File: config.mk
export PLATFORM = sky130hd
export DESIGN_NAME = dvsd_cmp_seq
export DESIGN_NICKNAME = d
export VERILOG_FILES = /design/src/rtl/dvsd_cmp_seq.sv
export SDC_FILE = /design/constraint.sdc
export NUM_CORES = 1
export LEC_CHECK = 0
export ABC_AREA = 1
export CELL_PAD_IN_SITES_DETAIL_PLACEMENT = 0
export CELL_PAD_IN_SITES_GLOBAL_PLACEMENT = 1
export CORE_MARGIN = 2
export CORE_UTILIZATION = 43
export CTS_BUF_LIST = sky130_fd_sc_hd__clkbuf_4
export DETAILED_ROUTE_END_ITERATION = 6
export GPL_TIMING_DRIVEN = 0
export PLACE_DENSITY_LB_ADDON = 0.1
export SLEW_MARGIN = 20
export SYNTH_ARGS = -nofsm -noshare
export SYNTH_HDL_FRONTEND = slang
export SYNTH_SLANG_ARGS = --single-unit
File: constraint.sdc
create_clock -name clk -period 3.5 [get_ports clk]
set_input_delay 0.875 -clock clk [delete_from_list [all_inputs] [get_ports clk]]
set_output_delay 0.875 -clock clk [all_outputs]
set_load 0.01 [all_outputs]
File: src/rtl/dvsd_cmp_seq.sv
// dvsd_cmp_seq: multi-cycle magnitude comparator.
// Walks both operands MSB-first, DIGIT bits per clock. Signed compares
// flip the sign bits on capture so a plain unsigned digit compare yields
// two's-complement order. Results are registered and held until the next
// compare completes.
module dvsd_cmp_seq #(
  parameter int WIDTH      = 16,
  parameter int DIGIT      = 4,
  parameter int EARLY_EXIT = 1,
  localparam int NDIG      = WIDTH / DIGIT,
  localparam int CW        = $clog2(NDIG + 1)
) (
  input  logic             clk,
  input  logic             rst_n,
  input  logic             start_in,
  input  logic             signed_in,
  input  logic [WIDTH-1:0] A_in,
  input  logic [WIDTH-1:0] B_in,
  output logic             busy,
  output logic             done,
  output logic             less_than,
  output logic             equal_to,
  output logic             greater_than,
  output logic [CW-1:0]    digits_used
);

  typedef enum logic [1:0] {IDLE, COMPARE, DONE} state_t;

  state_t           state;
  state_t           state_nxt;
  logic [WIDTH-1:0] sh_a;
  logic [WIDTH-1:0] sh_b;
  logic [CW-1:0]    cnt;
  logic             decided;
  logic             dir_gt;

  logic             accept;
  logic [DIGIT-1:0] dig_a;
  logic [DIGIT-1:0] dig_b;
  logic             diff;
  logic             last_dig;
  logic             finish;
  logic [WIDTH-1:0] sign_mask;

  // Digit slice under examination and the exit condition for this cycle.
  assign accept    = start_in && (state != COMPARE);
  assign dig_a     = sh_a[WIDTH-1 -: DIGIT];
  assign dig_b     = sh_b[WIDTH-1 -: DIGIT];
  assign diff      = (dig_a != dig_b);
  assign last_dig  = (cnt == CW'(NDIG - 1));
  assign finish    = (state == COMPARE) && (((EARLY_EXIT != 0) && diff) || last_dig);
  assign sign_mask = {signed_in, {(WIDTH-1){1'b0}}};

  assign busy = (state == COMPARE);
  assign done = (state == DONE);

  // State register.
  always_ff @(posedge clk or negedge rst_n) begin
    // NOTE: sequential state uses non-blocking assignments so every register
    // samples values from before the edge, independent of block ordering.
    if (!rst_n) state <= IDLE;
    else        state <= state_nxt;
  end

  // Next-state logic.
  always_comb begin
    // NOTE: default first so every path assigns state_nxt and no latch is inferred.
    state_nxt = state;
    unique case (state)
      IDLE:    if (start_in) state_nxt = COMPARE;
      COMPARE: if (finish)   state_nxt = DONE;
      DONE:    state_nxt = start_in ? COMPARE : IDLE;
      default: state_nxt = IDLE;
    endcase
  end

  // Operand shifting, first-difference tracking and result registers.
  always_ff @(posedge clk or negedge rst_n) begin
    // NOTE: every register here is reset, shift registers included, so the
    // block leaves reset fully deterministic with all-zero "no result" flags.
    if (!rst_n) begin
      sh_a         <= '0;
      sh_b         <= '0;
      cnt          <= '0;
      decided      <= 1'b0;
      dir_gt       <= 1'b0;
      less_than    <= 1'b0;
      equal_to     <= 1'b0;
      greater_than <= 1'b0;
      digits_used  <= '0;
    end else if (accept) begin
      sh_a    <= A_in ^ sign_mask;
      sh_b    <= B_in ^ sign_mask;
      cnt     <= '0;
      decided <= 1'b0;
      dir_gt  <= 1'b0;
    end else if (state == COMPARE) begin
      sh_a <= sh_a << DIGIT;
      sh_b <= sh_b << DIGIT;
      cnt  <= cnt + CW'(1);
      // Only the first differing digit sets the direction.
      if (!decided && diff) begin
        decided <= 1'b1;
        dir_gt  <= (dig_a > dig_b);
      end
      if (finish) begin
        digits_used <= cnt + CW'(1);
        if (decided) begin
          greater_than <= dir_gt;
          less_than    <= !dir_gt;
          equal_to     <= 1'b0;
        end else if (diff) begin
          greater_than <= (dig_a > dig_b);
          less_than    <= (dig_a < dig_b);
          equal_to     <= 1'b0;
        end else begin
          greater_than <= 1'b0;
          less_than    <= 1'b0;
          equal_to     <= 1'b1;
        end
      end
    end
  end

endmodule

==> impl_metrics.csv, run 1 <==
group,metric,value,unit
detailed_routing,remaining_drc_errors,0,
grt,met2_usage,26.79,%
cells_and_area,n_antenna_cell,0,
synth,netlist_top_cells_area,"dfrtp_1, nand2_1, inv_1",
setup_path,worstReg2RegEnd,"greater_than",
setup_path,ff2ff_path_depth,9,
clock_tree,clock_tree_from_tritoncts,"yes",
timing,worst_hold_slack,0.4871,ns
detailed_routing,finalWirelength,4.177,mm
clock_tree,cts_inserted_buffers,5,
setup_path,reg2reg_setup_slack,2.03,ns
pwr,power.share.clock,12.4,%
grt,global_routing_usage_summed_across_all_routing_layers,17.49,%
synth,synth.cell_area,2086,um2
die,placement_rows,25,
grt,number_of_antenna_violations_at_the_first_check_in_global_routing,0,
setup_path,cp_top_delay_family,"buffers and inverters",
clock_tree,max-clock-path-buffers,2,
job,max_cap_viol_count,0,
timing,final.period_utilization,70.49,%
synth,synthFlopType,"dfrtp_1",
detailed_routing,number_of_drc_markers_after_the_initial_detailed_route_iteration,52,
synth,synth_top_area_share,53.99,%
clock_tree,postCtsResizedCells,0,
grt,grt_max_degree,24,
die,initial_core_utilization,44.45,%
cells_and_area,final_layout_size_suffix_gt1_share,9.963,%
timing,totalNegativeSetupSlack,0,ns
detailed_routing,wire_per_inst,12.85,um
pwr,netSwitchingFraction,38.41,%
die,chipWidth,73.65,um
synth,post_synth_num_cell_types,25,
setup_path,critPathRequiredTime,2.62,ns
synth,synth.avg_cell_area,9.481,um2
pwr,vdd_ir_drop_max,0.0003997,V
timing,clock_skew,0.009056,ns
clock_tree,tritoncts_num_sinks,45,
timing,hold_fails_final_rpt,0,
grt,grt_overflow,0,
timing,layout_min_cycle_time,2.467,ns
timing,final_report_max_slew_violation_count,0,
timing,grt_setup_unrepaired,"false",
setup_path,timing.critical_path.buf_inv,3,
setup_path,start_kind,"register",
clock_tree,ctsHoldBuffers,0,
timing,maxClockFrequency,405.3,MHz
placed_design,place_congestion,0.7498,
detailed_routing,route.antenna.remaining_nets,0,
pwr,pwr-share-comb,45.0,%
clock_tree,clk-insertion-delay-late,0.36,ns
synth,synth_cells,220,
worst_hold_path,worst_hold_path_type,"in2async",
detailed_routing,route.vias.total,1585,
die,dieHeight,73.65,um
synth,yosysMostFrequentCell,"nand2_1",
synth,synth_seq_area_share,53.99,%
grt,grt_pass1_wl,7.079,mm
synth,synth_enable_flop_cells,0,
grt,global_route.usage.met3,4.664,%
placed_design,dpl-instance-area,2606,um2
synth,asyncSetResetFlopFracSynth,100.0,%
clock_tree,ctsRootBufferMaster,"clkbuf_4",
setup_path,slowest_delay,0.53,ns
setup_path,timing.critical_path.to_type,"primary output",
placed_design,dpl.hpwl,3.071,mm
detailed_routing,detailedRoute.firstPassIterationCount,4,
synth,netlist_top_cells_count,"nand2_1, dfrtp_1, inv_1",
outcome,outcome,"finished, final reports clean",
setup_path,timing.critical_path.arrival,1.59,ns
setup_path,crit_slowest_cell,"clkdlybuf4s50_1",
synth,synth_largest_area_cell,"dfrtp_1",
cells_and_area,design_area,2655,um2
synth,synth_nets,262,
detailed_routing,vias_per_cell,4.877,
timing,worst_slew_pin_slew,0.5611,ns
setup_path,timing_worst_setup_path_type,"reg2out",
die,design.portCount,44,
synth,synth-seq-cells,45,
pwr,power_density,716.5,nW/um2
grt,use_met1,24.01,%
grt,number_of_global_route_vias_before_repair,1523,
timing,setup_viol_count_final,0,
timing,slew_headroom,62.59,%
die,dieArea,5424,um2
cells_and_area,synthToLayoutAreaGrowth,27.29,%
pwr,p_leak,1.230,nW
setup_path,timing.critical_path.cells,"inv_1 -> nand2_4 -> clkinv_8 -> clkdlybuf4s50_1",
pwr,cell_internal_power_dissipation,1.171,mW
synth,yosys_warnings,0,
pwr,seq_power_share,42.7,%
setup_path,rr_startpoint,"sh_a[15]",
die,design.core.area,4692,um2
cells_and_area,fill_cells,420,
pwr,switching_power,0.7307,mW
placed_design,port_buffers,43,
clock_tree,clock_tree.htree_level_count,2,
grt,grt_most_used_layer,"met2",
cells_and_area,final_nets,313,
clock_tree,post_cts.repair.setup_buffers,0,
clock_tree,clkTransAtPathRegs,0.12,ns
setup_path,crit_path_max_fanout,10,
-- power by group through the flow --
stage | Combinational, mW | Sequential (mW) | Clock [mW]
final | 0.855 | 0.812 | 0.235
after global routing | 0.981 | 0.832 | 0.270
after CTS | 0.872 | 0.811 | 0.244
after detailed placement | 0.866 | 0.823 | 0
after global placement | 0.853 | 0.816 | 0
after floorplan | 0.590 | 0.819 | 0
-- flip-flops by register name, summed over array words and instances (netlist names) --
signal	cells
greater_than	1
dir_gt	1
cnt	3
sh_b	16
equal_to	1
digits_used	3
sh_a	16
less_than	1
state	2
decided	1
-- layout by cell type (no fill, tap or decap), types with 2 or more instances in the layout --
cell type,instances
nand2_1,63
dfrtp_1,45
clkdlybuf4s50_1,42
inv_1,34
o21ai_1,13
o221ai_1,12
o211ai_1,11
nor2_1,6
ha_1,6
clkbuf_4,6
buf_6,4
nand2_2,3
a21oi_1,3
nand2_4,2
inv_2,2
buf_4,2
nor2_4,2
nand3_1,2
buf_2,2
o22ai_1,2
-- area by class of cell --
type,count,area (um2),area share [%]
Inverter,37,151.4,5.702
Clock inverter,1,3.754,0.1414
Multi-Input combinational cell,130,739.5,27.85
Tap cell,54,67.56,2.545
Buffer,8,68.82,2.592
Clock buffer,6,45.04,1.697
Timing Repair Buffer,44,452.9,17.06
Sequential cell,45,1126,42.41
-- kinds of logic after synthesis --
| family | share of synthesized area (%) |
|---|---|
| compound gates | 14.10 |
| xor+xnor | 0.8400 |
| fa+ha+maj | 3.599 |
| buf+inv | 10.56 |
| flops | 53.99 |
| simple gates | 16.92 |
-- worst reg2reg max path, cell delays in order, from the launching register on --
cell,delay (ns)
dfrtp_1,0.41
ha_1,0.31
nand2_2,0.08
nor2_4,0.14
nand2_2,0.10
nand2_4,0.07
buf_6,0.14
nor2_4,0.04
nand2_1,0.07
nand2_1,0.04
-- per-stage QoR --
step	worst slack, ns	power [mW]	util (%)	std cells
after global placement	0.2716	1.669	55.07	317
after floorplan	2.006	1.409	-	220
after CTS	1.015	1.927	56.59	325
after detailed placement	1.426	1.689	55.55	318
after global routing	0.9459	2.083	56.59	325
final	1.033	1.902	56.59	325
-- how the worst max path moves through the flow --
stage | start | slack, ns | cells after the start | to
after floorplan | state[0] | 2.01 | 2 | busy
after global placement | rst_n | 0.27 | 1 | sh_b[0]
after detailed placement | start_in | 1.43 | 5 | sh_b[14]
after CTS | state[1] | 1.01 | 4 | busy
after global routing | state[1] | 0.95 | 4 | busy
final | state[1] | 1.03 | 4 | busy
-- metal layers --
metal  up-vias  part of all wire [%]
met5         -                     0
li1        814                     -
met1       728                    49
met4         0                  0.96
met3         5                   3.9
met2        38                    46
Note: power is estimated with default switching activity, not from simulation.
==> run 2: changes to the inputs <==
--- a/config.mk
+++ b/config.mk
@@ -9,7 +9,7 @@
 export CELL_PAD_IN_SITES_DETAIL_PLACEMENT = 0
 export CELL_PAD_IN_SITES_GLOBAL_PLACEMENT = 1
 export CORE_MARGIN = 2
-export CORE_UTILIZATION = 43
+export CORE_UTILIZATION = 40
 export CTS_BUF_LIST = sky130_fd_sc_hd__clkbuf_4
 export DETAILED_ROUTE_END_ITERATION = 6
 export GPL_TIMING_DRIVEN = 0
==> constraint.sdc (replaced) <==
create_clock -name clk -period 2.4 [get_ports clk]
set_input_delay 0.6 -clock clk [delete_from_list [all_inputs] [get_ports clk]]
set_output_delay 0.6 -clock clk [all_outputs]
set_load 0.01 [all_outputs]
==> run 2 against run 1 <==
Count of clock-buffer cells in the layout fell by 1. Worst hold slack got worse by 0.30 ns. First-iteration DRC count fell by 27%. Sequential share of layout area fell by 0.67 points. Critical path type unchanged. Sequential power rose by 45%. Total power rose by 52%. Global-route usage fell by 0.30 points. Register-to-register slack got worse by 1.1 ns.
==> impl_metrics.csv, run 2 (synthesized netlist as in run 1, its figures left out) <==
group,metric,value,unit
setup_path,reg2reg_setup_slack,0.92,ns
cells_and_area,synthToLayoutAreaGrowth,29.33,%
timing,worst_hold_slack,0.1831,ns
die,design.portCount,44,
die,dieHeight,76.21,um
placed_design,place_congestion,0.7662,
setup_path,slowest_delay,0.54,ns
cells_and_area,mostFrequentLayoutCell,"nand2_1",
clock_tree,clock_tree.htree_level_count,2,
clock_tree,clock_tree_from_tritoncts,"yes",
setup_path,timing.critical_path.arrival,1.58,ns
clock_tree,ctsRootBufferMaster,"clkbuf_4",
setup_path,start_kind,"register",
clock_tree,ctsHoldBuffers,0,
die,design.core.area,5075,um2
die,placement_rows,26,
pwr,seq_power_share,40.8,%
cells_and_area,layout_common_cells,"nand2_1, dfrtp_1, clkdlybuf4s50_1, inv_1, o21ai_1",
timing,final.period_utilization,91.00,%
cells_and_area,final_nets,313,
cells_and_area,top_regs,"sh_a: 16 flops, sh_b: 16 flops",
setup_path,timing_worst_setup_path_type,"reg2out",
pwr,vdd_ir_drop_max,0.0004141,V
grt,grt_max_degree,26,
detailed_routing,number_of_drc_markers_after_the_initial_detailed_route_iteration,38,
timing,setup_viol_count_final,0,
clock_tree,postCtsResizedCells,0,
pwr,power.share.clock,16.1,%
setup_path,timing.critical_path.to_type,"primary output",
detailed_routing,remaining_drc_errors,0,
pwr,p_leak,1.237,nW
setup_path,crit_path_max_fanout,10,
pwr,netSwitchingFraction,37.58,%
grt,global_routing_usage_summed_across_all_routing_layers,17.20,%
grt,grt_overflow,0,
worst_hold_path,worst_hold_path_type,"in2async",
clock_tree,post_cts.repair.setup_buffers,0,
grt,number_of_antenna_violations_at_the_first_check_in_global_routing,0,
setup_path,critPathRequiredTime,1.80,ns
cells_and_area,n_antenna_cell,0,
timing,final_report_max_slew_violation_count,0,
die,initial_core_utilization,41.10,%
timing,post-route-worst-setup-slack,0.2159,ns
cells_and_area,final_core_utilization,53.16,%
placed_design,port_buffers,43,
cells_and_area,final_layout_size_suffix_gt1_share,10.29,%
timing,maxClockFrequency,457.9,MHz
detailed_routing,route.vias.total,1575,
detailed_routing,detailedRoute.firstPassIterationCount,4,
grt,number_of_global_route_vias_before_repair,1643,
detailed_routing,finalWirelength,4.281,mm
setup_path,timing.critical_path.cells,"inv_1 -> nand2_4 -> clkinv_8 -> clkdlybuf4s50_1",
die,dieArea,5808,um2
setup_path,timing.critical_path.buf_inv,3,
timing,worst_slew_pin_slew,0.5056,ns
clock_tree,clk-insertion-delay-late,0.36,ns
outcome,outcome,"finished, final reports clean",
pwr,switching_power,1.086,mW
timing,grt_setup_unrepaired,"false",
clock_tree,max-clock-path-buffers,2,
timing,layout_min_cycle_time,2.184,ns
setup_path,crit_slowest_cell,"clkdlybuf4s50_1",
detailed_routing,vias_per_cell,4.605,
pwr,pwr-share-comb,43.1,%
setup_path,cp_top_delay_family,"buffers and inverters",
cells_and_area,fill_cells,506,
clock_tree,clkTransAtPathRegs,0.13,ns
timing,slew_headroom,66.29,%
die,chipWidth,76.21,um
detailed_routing,route.antenna.remaining_nets,0,
placed_design,dpl_worst_slack,0.5962,ns
timing,hold_fails_final_rpt,0,
pwr,cell_internal_power_dissipation,1.804,mW
clock_tree,cts_inserted_buffers,5,
placed_design,dpl.hpwl,3.159,mm
detailed_routing,wire_per_inst,12.52,um
grt,grt_pass1_wl,7.769,mm
pwr,power_density,1071,nW/um2
job,max_cap_viol_count,0,
clock_tree,tritoncts_num_sinks,45,
timing,clock_skew,0.01203,ns
-- run 2: changes by cell type in the layout (fill, tap and decap cells not counted), sizes merged --
cell,before,now
bufinv,0,1
clkbuf,6,5
clkinvlp,0,1
-- run 2: worst paths after layout --
check | start | end | cells after the start
min in group clk | greater_than | greater_than | 2
worst min-delay path | rst_n | sh_a[15] | 1
worst max-delay path | state[1] | busy | 4
max in group asynchronous | rst_n | dir_gt | 2
worst min register to register | greater_than | greater_than | 2
worst max register to register | sh_a[15] | greater_than | 9
-- run 2: metal layers --
layer | track usage [%] | wire [um]
met1 | 21.51 | 1958
met2 | 28.85 | 2028
met3 | 4.858 | 222
met4 | 5.455 | 71
met5 | 0 | 0
-- run 2: power groups by stage --
stage	logic (mW)	registers, mW	clock network, mW
CTS	1.27	1.18	0.482
finish	1.25	1.18	0.465
global route	1.43	1.22	0.518
detailed placement	1.26	1.20	0
global placement	1.25	1.19	0
floorplan	0.861	1.19	0
-- run 2: layout make-up --
| cell class | instances | area (um2) | share of cell area (%) |
|---|---|---|---|
| plain buffers | 8 | 68.82 | 2.551 |
| clock buffers | 5 | 37.54 | 1.391 |
| clock inverters | 3 | 41.29 | 1.531 |
| inverters | 37 | 151.4 | 5.612 |
| multi-input cells | 130 | 739.5 | 27.41 |
| flip-flops and latches | 45 | 1126 | 41.74 |
| well taps | 70 | 87.58 | 3.247 |
| repair buffers | 44 | 445.4 | 16.51 |
-- run 2: through the flow --
step | power [mW] | instances | setup TNS (ns) | area [um2]
after CTS | 2.934 | 342 | 0 | 2698
after global placement | 2.440 | 333 | -24.93 | 2604
after detailed placement | 2.463 | 334 | 0 | 2619
after global routing | 3.168 | 342 | 0 | 2698
final | 2.890 | 342 | 0 | 2698
after floorplan | 2.055 | 220 | 0 | 2086
==> run 3: changes to the inputs <==
--- a/config.mk
+++ b/config.mk
@@ -8,7 +8,7 @@
 export ABC_AREA = 1
 export CELL_PAD_IN_SITES_DETAIL_PLACEMENT = 0
 export CELL_PAD_IN_SITES_GLOBAL_PLACEMENT = 1
-export CORE_MARGIN = 2
+export CORE_MARGIN = 4
 export CORE_UTILIZATION = 40
 export CTS_BUF_LIST = sky130_fd_sc_hd__clkbuf_4
 export DETAILED_ROUTE_END_ITERATION = 6
==> run 3 against run 2 <==
First-iteration DRC count is 71% higher. Global-route usage is 2.4 points lower. Combinational power hardly changed. Largest cell class unchanged. Highest routed layer unchanged.
==> impl_metrics.csv, run 3 (synthesized netlist as in run 1, its figures left out) <==
group,metric,value,unit
clock_tree,postCtsResizedCells,0,
grt,grt_max_degree,31,
die,initial_core_utilization,41.10,%
clock_tree,ctsHoldBuffers,0,
clock_tree,clock_tree.htree_level_count,2,
clock_tree,clock_tree_from_tritoncts,"yes",
grt,number_of_global_route_vias_before_repair,1520,
placed_design,dp.cells,334,
die,chipWidth,80.21,um
pwr,p_leak,1.253,nW
setup_path,rr_startpoint,"sh_a[15]",
grt,number_of_antenna_violations_at_the_first_check_in_global_routing,0,
timing,slew_headroom,68.68,%
detailed_routing,vias_per_cell,4.520,
cells_and_area,final_core_utilization,53.62,%
clock_tree,cts_inserted_buffers,5,
worst_hold_path,worst_hold_path_type,"in2async",
pwr,p_total,2.984,mW
detailed_routing,route.antenna.remaining_nets,0,
setup_path,start_kind,"register",
setup_path,critPathRequiredTime,1.80,ns
setup_path,ff2ff_path_depth,9,
pwr,cell_internal_power_dissipation,1.911,mW
detailed_routing,wire_per_inst,12.41,um
die,placement_rows,26,
cells_and_area,top_regs,"sh_a: 16 flops, sh_b: 16 flops",
timing,grt_setup_unrepaired,"false",
timing,hold_fails_final_rpt,0,
job,max_cap_viol_count,0,
pwr,power_density,1097,nW/um2
grt,grt_pass1_wl,7.189,mm
timing,final_report_max_slew_violation_count,0,
placed_design,dpl-instance-area,2619,um2
clock_tree,tritoncts_num_sinks,45,
setup_path,timing.critical_path.arrival,1.59,ns
setup_path,timing.critical_path.to_type,"primary output",
clock_tree,ctsRootBufferMaster,"clkbuf_4",
grt,grt_overflow,0,
detailed_routing,route.vias.total,1546,
pwr,power.share.clock,19.0,%
pwr,switching_power,1.074,mW
timing,worst_slew_pin_slew,0.4699,ns
cells_and_area,finish.cell_count_without_fillers,342,
detailed_routing,remaining_drc_errors,0,
timing,setup_viol_count_final,0,
timing,layout_min_cycle_time,2.186,ns
pwr,vdd_ir_drop_max,0.0003858,V
die,design.portCount,44,
setup_path,timing_worst_setup_path_type,"reg2out",
placed_design,dpl_worst_slack,0.6004,ns
cells_and_area,layout_common_cells,"nand2_1, dfrtp_1, clkdlybuf4s50_1, inv_1, o21ai_1",
grt,global_routing_usage_summed_across_all_routing_layers,14.75,%
placed_design,dpl.hpwl,3.170,mm
outcome,outcome,"finished, final reports clean",
detailed_routing,number_of_drc_markers_after_the_initial_detailed_route_iteration,65,
timing,maxClockFrequency,457.5,MHz
cells_and_area,final_layout_size_suffix_gt1_share,10.66,%
clock_tree,max-clock-path-buffers,2,
cells_and_area,mostFrequentLayoutCell,"nand2_1",
cells_and_area,design_area,2721,um2
pwr,netSwitchingFraction,35.98,%
clock_tree,clk-insertion-delay-late,0.35,ns
detailed_routing,detailedRoute.firstPassIterationCount,4,
die,design.core.area,5075,um2
clock_tree,post_cts.repair.setup_buffers,0,
cells_and_area,n_antenna_cell,0,
pwr,seq_power_share,39.4,%
setup_path,worstReg2RegEnd,"greater_than",
cells_and_area,synthToLayoutAreaGrowth,30.47,%
placed_design,port_buffers,43,
placed_design,place_congestion,0.7180,
cells_and_area,final_nets,313,
clock_tree,clkTransAtPathRegs,0.13,ns
timing,clock_skew,0.007617,ns
die,dieHeight,80.21,um
setup_path,crit_path_max_fanout,10,
timing,final.period_utilization,91.08,%
timing,totalNegativeSetupSlack,0,ns
die,dieArea,6434,um2
setup_path,crit_start,"state[1]",
timing,post-route-worst-setup-slack,0.2141,ns
pwr,pwr-share-comb,41.6,%
timing,worst_hold_slack,0.1437,ns
detailed_routing,finalWirelength,4.245,mm
setup_path,reg2reg_setup_slack,0.92,ns
run 3: per-layer routing:
metal  part of all wire, %  up-vias  global-route usage, %
met5                     0        -                      0
met4                   1.4        0                  4.561
met2                    45       30                  22.68
met3                   4.1        5                  3.700
met1                    49      697                  20.43
li1                      -      814                      -
run 3: critical path, cell delays in order (launching register included):
cell and delay (ns):
dfrtp_1 0.38, inv_1 0.10, nand2_4 0.11, clkinv_8 0.10
clkdlybuf4s50_1 0.54
run 3: final cells by class:
class / instances / area [um2]
Inverter: 37 / 151.4
Buffer: 8 / 68.82
Fill cell: 494 / 2354
Sequential cell: 45 / 1126
Multi-Input combinational cell: 130 / 739.5
Timing Repair Buffer: 44 / 445.4
Clock inverter: 3 / 65.06
Clock buffer: 5 / 37.54
Tap cell: 70 / 87.58
run 3: power by group through the flow:
stage / clock, mW / sequential (mW) / combinational [mW]
6_report: 0.566 / 1.18 / 1.24
5_1_grt: 0.612 / 1.21 / 1.41
4_1_cts: 0.577 / 1.18 / 1.27
3_5_place_dp: 0 / 1.20 / 1.27
3_3_place_gp: 0 / 1.19 / 1.25
2_1_floorplan: 0 / 1.19 / 0.861
run 3: worst max path at each step:
stage	end	slack, ns	cells past startpoint
2_1_floorplan	greater_than	1.04	9
3_3_place_gp	sh_b[1]	-0.54	1
3_5_place_dp	busy	0.60	4
4_1_cts	busy	0.19	4
5_1_grt	busy	0.13	4
6_report	busy	0.21	4
